--- config.mk ---
export PLATFORM = sky130hd
export DESIGN_NAME = lsu_mem_master
export DESIGN_NICKNAME = d
export VERILOG_FILES = /design/src/rtl/lsu_pkg.sv /design/src/rtl/lsu_load_extend.sv /design/src/rtl/lsu_mem_master.sv
export SDC_FILE = /design/constraint.sdc
export NUM_CORES = 1
export LEC_CHECK = 0
export CORE_ASPECT_RATIO = 0.6
export CORE_UTILIZATION = 50
export DETAILED_ROUTE_END_ITERATION = 12
export PLACE_DENSITY = 0.86
export SYNTH_ARGS = -nofsm -noshare
export SYNTH_HDL_FRONTEND = slang
export SYNTH_SLANG_ARGS = --single-unit
--- constraint.sdc ---
create_clock -name clk -period 9.85 [get_ports clk]
set_clock_uncertainty 0.05 [all_clocks]
set_input_delay 1.97 -clock clk [delete_from_list [all_inputs] [get_ports clk]]
set_output_delay 1.97 -clock clk [all_outputs]
set_load 0.01 [all_outputs]
--- src/rtl/lsu_pkg.sv ---
// Shared definitions for the load/store unit memory master.
//   - memory addr_mode codes driven on the data-memory port
//   - RISC-V load/store funct3 encodings
//   - master FSM state type
//   - map_mode(): (is_store, funct3) -> memory op code plus a valid flag
package lsu_pkg;

   localparam logic [3:0] AmLb   = 4'b0000;
   localparam logic [3:0] AmLh   = 4'b0001;
   localparam logic [3:0] AmLw   = 4'b0010;
   localparam logic [3:0] AmLbu  = 4'b0011;
   localparam logic [3:0] AmLhu  = 4'b0100;
   localparam logic [3:0] AmSb   = 4'b0101;
   localparam logic [3:0] AmSh   = 4'b0110;
   localparam logic [3:0] AmSw   = 4'b0111;
   localparam logic [3:0] AmIdle = 4'b1111;

   localparam logic [2:0] F3Byte  = 3'b000;
   localparam logic [2:0] F3Half  = 3'b001;
   localparam logic [2:0] F3Word  = 3'b010;
   localparam logic [2:0] F3ByteU = 3'b100;
   localparam logic [2:0] F3HalfU = 3'b101;

   typedef enum logic [1:0] {StIdle, StAccess, StSplit, StResp} lsu_state_e;

   typedef struct packed {
      logic       valid;
      logic [3:0] mode;
   } mode_map_t;

   function automatic mode_map_t map_mode(input logic is_store, input logic [2:0] funct3);
      mode_map_t m;
      m.valid = 1'b1;
      m.mode  = AmIdle;
      if (is_store) begin
         case (funct3)
            F3Byte:  m.mode = AmSb;
            F3Half:  m.mode = AmSh;
            F3Word:  m.mode = AmSw;
            default: m.valid = 1'b0;
         endcase
      end else begin
         case (funct3)
            F3Byte:  m.mode = AmLb;
            F3Half:  m.mode = AmLh;
            F3Word:  m.mode = AmLw;
            F3ByteU: m.mode = AmLbu;
            F3HalfU: m.mode = AmLhu;
            default: m.valid = 1'b0;
         endcase
      end
      return m;
   endfunction

endpackage

--- src/rtl/lsu_load_extend.sv ---
// Sign/zero extension of byte-assembled load data (split path only).
//   lanes_i   assembled little-endian byte lanes
//   funct3_i  load funct3 of the request
//   result_o  extended 32-bit load result
module lsu_load_extend
   import lsu_pkg::*;
(
   input  logic [31:0] lanes_i,
   input  logic [2:0]  funct3_i,
   output logic [31:0] result_o
);

   always_comb begin
      result_o = lanes_i;
      case (funct3_i)
         F3Byte:  result_o = {{24{lanes_i[7]}}, lanes_i[7:0]};
         F3ByteU: result_o = {24'h0, lanes_i[7:0]};
         F3Half:  result_o = {{16{lanes_i[15]}}, lanes_i[15:0]};
         F3HalfU: result_o = {16'h0, lanes_i[15:0]};
         default: result_o = lanes_i;
      endcase
   end

endmodule

--- src/rtl/lsu_mem_master.sv ---
// Data-memory initiator for the MEM stage.
// Accepts load/store requests on a valid/ready handshake, drives the memory
// addr_mode/address/write-data port (combinational read, posedge write) and
// returns a one-cycle response. Misaligned halfword/word accesses are either
// split into byte-serial accesses (MISALIGN_SPLIT=1) or reported as errors.
//   clk, rst                      clock, synchronous active-high reset
//   req_valid/req_ready           request handshake
//   req_is_store/funct3/addr/wdata request fields
//   resp_valid/resp_rdata/resp_err one-cycle response
//   mem_addr_mode/addr/wdata      memory command; mem_rdata read data
module lsu_mem_master
   import lsu_pkg::*;
#(
   parameter int unsigned ADDR_WIDTH     = 32,
   parameter int unsigned DATA_WIDTH     = 32, // only 32 is supported
   parameter int unsigned MISALIGN_SPLIT = 1
) (
   input  logic                  clk,
   input  logic                  rst,
   input  logic                  req_valid,
   output logic                  req_ready,
   input  logic                  req_is_store,
   input  logic [2:0]            req_funct3,
   input  logic [ADDR_WIDTH-1:0] req_addr,
   input  logic [DATA_WIDTH-1:0] req_wdata,
   output logic                  resp_valid,
   output logic [DATA_WIDTH-1:0] resp_rdata,
   output logic                  resp_err,
   output logic [3:0]            mem_addr_mode,
   output logic [ADDR_WIDTH-1:0] mem_addr,
   output logic [DATA_WIDTH-1:0] mem_wdata,
   input  logic [DATA_WIDTH-1:0] mem_rdata
);

   lsu_state_e            state_q, state_d;
   logic                  is_store_q, is_store_d;
   logic [2:0]            funct3_q, funct3_d;
   logic [3:0]            mode_q, mode_d;
   logic [ADDR_WIDTH-1:0] addr_q, addr_d;
   logic [DATA_WIDTH-1:0] wdata_q, wdata_d;
   logic [1:0]            cnt_q, cnt_d;
   logic [1:0]            last_q, last_d;
   logic [31:0]           lanes_q, lanes_d;
   logic [DATA_WIDTH-1:0] rdata_q, rdata_d;
   logic                  err_q, err_d;

   mode_map_t   map;
   logic        misaligned;
   logic [31:0] lanes_cur;
   logic [31:0] ext_result;

   assign map = map_mode(req_is_store, req_funct3);
   // funct3[1:0] is 01 for LH/LHU/SH and 10 for LW/SW
   assign misaligned = ((req_funct3[1:0] == 2'b01) && req_addr[0]) ||
                       ((req_funct3[1:0] == 2'b10) && (req_addr[1:0] != 2'b00));

   // Lanes including the byte returned in the current split cycle, so the
   // final byte can be extended without an extra cycle.
   always_comb begin
      lanes_cur = lanes_q;
      lanes_cur[{cnt_q, 3'b000} +: 8] = mem_rdata[7:0];
   end

   lsu_load_extend u_load_extend (
      .lanes_i  (lanes_cur),
      .funct3_i (funct3_q),
      .result_o (ext_result)
   );

   always_comb begin
      state_d    = state_q;
      is_store_d = is_store_q;
      funct3_d   = funct3_q;
      mode_d     = mode_q;
      addr_d     = addr_q;
      wdata_d    = wdata_q;
      cnt_d      = cnt_q;
      last_d     = last_q;
      lanes_d    = lanes_q;
      rdata_d    = rdata_q;
      err_d      = err_q;

      req_ready     = (state_q == StIdle);
      resp_valid    = 1'b0;
      resp_rdata    = '0;
      resp_err      = 1'b0;
      mem_addr_mode = AmIdle;
      mem_addr      = '0;
      mem_wdata     = '0;

      unique case (state_q)
         StIdle: begin
            if (req_valid) begin
               is_store_d = req_is_store;
               funct3_d   = req_funct3;
               mode_d     = map.mode;
               addr_d     = req_addr;
               wdata_d    = req_wdata;
               cnt_d      = 2'd0;
               last_d     = (req_funct3[1:0] == 2'b01) ? 2'd1 : 2'd3;
               lanes_d    = '0;
               rdata_d    = '0;
               err_d      = 1'b0;
               if (!map.valid || (misaligned && (MISALIGN_SPLIT == 0))) begin
                  err_d   = 1'b1;
                  state_d = StResp;
               end else if (misaligned) begin
                  state_d = StSplit;
               end else begin
                  state_d = StAccess;
               end
            end
         end
         StAccess: begin
            mem_addr_mode = mode_q;
            mem_addr      = addr_q;
            mem_wdata     = wdata_q;
            // memory already returns extended data for aligned loads
            if (!is_store_q) rdata_d = mem_rdata;
            state_d = StResp;
         end
         StSplit: begin
            mem_addr_mode = is_store_q ? AmSb : AmLbu;
            mem_addr      = addr_q + ADDR_WIDTH'(cnt_q);
            mem_wdata     = wdata_q >> {cnt_q, 3'b000};
            lanes_d       = lanes_cur;
            cnt_d         = cnt_q + 2'd1;
            if (cnt_q == last_q) begin
               if (!is_store_q) rdata_d = ext_result;
               state_d = StResp;
            end
         end
         StResp: begin
            resp_valid = 1'b1;
            resp_rdata = rdata_q;
            resp_err   = err_q;
            state_d    = StIdle;
         end
      endcase
   end

   always_ff @(posedge clk) begin
      if (rst) begin
         state_q    <= StIdle;
         is_store_q <= 1'b0;
         funct3_q   <= 3'b000;
         mode_q     <= AmIdle;
         addr_q     <= '0;
         wdata_q    <= '0;
         cnt_q      <= 2'd0;
         last_q     <= 2'd0;
         lanes_q    <= '0;
         rdata_q    <= '0;
         err_q      <= 1'b0;
      end else begin
         state_q    <= state_d;
         is_store_q <= is_store_d;
         funct3_q   <= funct3_d;
         mode_q     <= mode_d;
         addr_q     <= addr_d;
         wdata_q    <= wdata_d;
         cnt_q      <= cnt_d;
         last_q     <= last_d;
         lanes_q    <= lanes_d;
         rdata_q    <= rdata_d;
         err_q      <= err_d;
      end
   end

endmodule

==> results.yml <==
cts:
  ctsResizeCount: 0
  cts_made_buffers: 17
  clkTransAtPathRegs_ns: 0.07
  clkLatencyLatePin_ns: 0.42
  ctsHoldBuffers: 0
  number_of_clock_sinks: 143
  maximum_level_of_the_cts_h_tree: 4
  clock_tree_from_tritoncts: "yes"
  post-cts-setup-buffers: 0
  clockRootBuffer: "clkbuf_16"
  cts.path.max_buffers: 2
global_route:
  grt_usage: 0.310
  grt_max_degree: 102
  wire_length_of_the_first_global_routing_pass_um: 40400
  vias_in_the_first_global_route: 7921
  grt_antenna_before_repair: 0
  grt-ovfl-total: 0
worst_setup_path:
  reg2reg_slack_ns: 6.72
  r2r-start: "cnt_q[0]$_SDFFE_PP0P_"
  worstReg2RegEnd: "rdata_q[14]$_SDFFE_PP0P_"
  critPathMaxFanout: 32
  critPathCaptureType: "output pin"
  required_ns: 7.83
  startpoint_types: "flip-flop"
  reg2regPathDepth: 8
  worst-setup-path-type: "flip-flop to output pin"
  timing.critical_path.arrival_ns: 3.94
route:
  detail_route.iter0.violations: 1175
  detail_route.wirelength_um: 25700
  drt_drc_violations_left: 0
  dr.pass1.iters: 7
  routed-via-count: 8595
  avgViaCountPerCell: 6.13
  drtAntennaViolNets: 0
  dr_wl_cell_um: 18.3
sta:
  final_min_period_over_clock_period: 0.605
  final_period_minus_worst_setup_slack_ns: 5.96
  setup-tns-final_ns: 0
  timing.slew.headroom: 0.233
  worst_slew_pin_slew_ns: 1.14
  rsz_0062_raised_after_global_routing: "false"
  final-max-slew-violation-count: 0
  finalHoldViolCount: 0
  achievable-frequency_mhz: 168
  finalSetupViolCount: 0
outcome:
  outcome: "completed"
logic_synthesis:
  yosys_warnings: 0
  ys_seq_area_frac: 0.361
  post_synth_inst_count: 1035
  async_reset_ff_frac: 0
  ys_types: 75
  post_synth_instance_area_um2: 7930
  syn_nets: 1151
  post_synth.cell_area_avg_um2: 7.66
  post_synthesis_sequential_element_count: 143
  number_of_enable_flip_flop_cells_after_synthesis: 0
  ys_dominant_reg_cell: "dfxtp_1"
pwr:
  peakVddDrop_mv: 0.164
  power_density_nw_per_um2: 216
  post-layout-total-power_mw: 2.28
  cellLeakagePower_nw: 3.92
floorplan:
  die_y_um: 99.6
  floorplan.die.width_um: 165
  top_level_ports: 206
  core_area_um2: 15400
  floorplan_row_count: 35
  die-area_um2: 16400
  initial_core_util: 0.514
placed_design:
  io_buffer_count: 205
  detailed_place.area_um2: 9980
  globalplace.congestion: 0.907
  dp_cells: 1370
  dp.final_hpwl_um: 17200
final_layout:
  mostFrequentLayoutCells: "clkdlybuf4s50_1, nand2_1, dfxtp_1"
  layout-drive-gt1-share: 0.0592
  final_core_util: 0.686
  layout.nets: 1302
  syn_to_final_growth_pct: 33.3
  post_layout_nonfiller_instances: 1402
  fin_area_um2: 10600
  antenna_cells: 0
  most_common_cell_after_layout_fill_and_taps_aside: "clkdlybuf4s50_1"
run:
  maxCapViolCount: 0
worst_hold_path:
  hold_depth: 1
  hold_path_end: "rdata_q[25]$_SDFFE_PP0P_"
  hold_path_startpoint: "rdata_q[25]$_SDFFE_PP0P_"
  min-delay-path-class: "flip-flop to flip-flop"
flip-flops by register name, summed over array words and instances, names as in the netlist:
| signal | cells |
|---|---|
| addr_q | 32 |
| cnt_q | 2 |
| err_q | 1 |
| funct3_q | 3 |
| is_store_q | 1 |
| lanes_q | 32 |
| last_q | 2 |
| mode_q | 4 |
| rdata_q | 32 |
| state_q | 2 |
| wdata_q | 32 |
report_power, final:
part | internal, mW | total [mW] | switching, mW | leakage (nW)
Sequential | 0.667 | 0.752 | 0.0854 | 1.16
Clock | 0.363 | 0.647 | 0.284 | 0.279
Combinational | 0.332 | 0.885 | 0.553 | 2.47
through the flow:
step	hold WS [ns]	worst slack (ns)
after floorplan	0.368	5.02
after global placement	0.380	4.43
after detailed placement	0.381	4.36
after CTS	0.396	3.90
after global routing	0.416	3.70
final	0.395	3.89
how the worst max path moves through the flow:
stage / to / cells after the start / from
after CTS: mem_addr[30] / 9 / cnt_q[1]$_SDFFE_PP0P_
after detailed placement: mem_addr[30] / 9 / cnt_q[1]$_SDFFE_PP0P_
after global routing: mem_addr[30] / 9 / cnt_q[1]$_SDFFE_PP0P_
after global placement: mem_addr[30] / 9 / cnt_q[1]$_SDFFE_PP0P_
final: mem_addr[30] / 9 / cnt_q[1]$_SDFFE_PP0P_
after floorplan: mem_addr[30] / 9 / cnt_q[1]$_SDFFE_PP0P_
synth_stat cells (4+ instances only):
| cell type | n | share of area |
|---|---|---|
| nor2_1 | 62 | 0.029 |
| nor2b_1 | 31 | 0.024 |
| mux2i_1 | 14 | 0.018 |
| a31oi_1 | 12 | 0.0095 |
| or3_1 | 6 | 0.0047 |
| nand4_1 | 5 | 0.0039 |
| mux2_2 | 4 | 0.0057 |
| o22ai_1 | 14 | 0.011 |
| a221oi_1 | 7 | 0.0077 |
| a222oi_1 | 20 | 0.025 |
| o21ai_0 | 27 | 0.017 |
| ha_1 | 12 | 0.019 |
| inv_1 | 15 | 0.0071 |
| a211o_1 | 4 | 0.0044 |
| a21o_1 | 18 | 0.017 |
| buf_1 | 17 | 0.0080 |
| a32oi_1 | 4 | 0.0044 |
| o21ai_1 | 4 | 0.0025 |
| nor4_1 | 5 | 0.0039 |
| a22oi_1 | 51 | 0.048 |
| o31ai_1 | 5 | 0.0047 |
| and2_1 | 39 | 0.031 |
| a22o_1 | 8 | 0.0088 |
| buf_2 | 6 | 0.0038 |
| a21boi_0 | 7 | 0.0066 |
| and3_1 | 18 | 0.014 |
| a21oi_1 | 110 | 0.069 |
| dfxtp_1 | 143 | 0.36 |
| o211ai_1 | 5 | 0.0047 |
| nand3_1 | 29 | 0.018 |
| o311ai_0 | 5 | 0.0055 |
| clkbuf_1 | 57 | 0.027 |
| nand2_1 | 193 | 0.091 |
| nor3_1 | 11 | 0.0069 |
layout make-up:
| class | count | area [um^2] |
|---|---|---|
| clock inverter | 14 | 145 |
| inverter | 17 | 63.8 |
| timing repair buffer | 219 | 2150 |
| clock buffer | 18 | 439 |
| multi-input combinational | 788 | 4650 |
| sequential | 143 | 2860 |
| fill | 1278 | 4850 |
| tap | 203 | 254 |
metal layers:
metal / vias up / wire length [um] / track usage
met3: 52 / 3040 / 0.0726
met2: 537 / 11000 / 0.460
met1: 3981 / 11300 / 0.445
met5: - / 0 / 0
met4: 0 / 409 / 0.0903
li1: 4025 / - / -
critical path: stages (launching register included):
cell	delay [ns]
dfxtp_1	0.31
buf_4	0.32
inv_1	0.25
fa_1	0.49
and3b_4	0.37
nand4_4	0.16
or3_1	0.44
or4_1	0.49
o211ai_1	0.11
clkdlybuf4s50_1	0.57
logic make-up after synthesis:
| family | share of synthesized area |
|---|---|
| AND/OR/NAND/NOR | 0.264 |
| AO/OA/AOI/OAI | 0.271 |
| buffers and inverters | 0.0541 |
| XOR/XNOR | 0.00442 |
| flip-flops | 0.361 |
| multiplexers | 0.0234 |
| adder cells (fa/ha/maj) | 0.0215 |
Power figures use the tool's default switching activity.
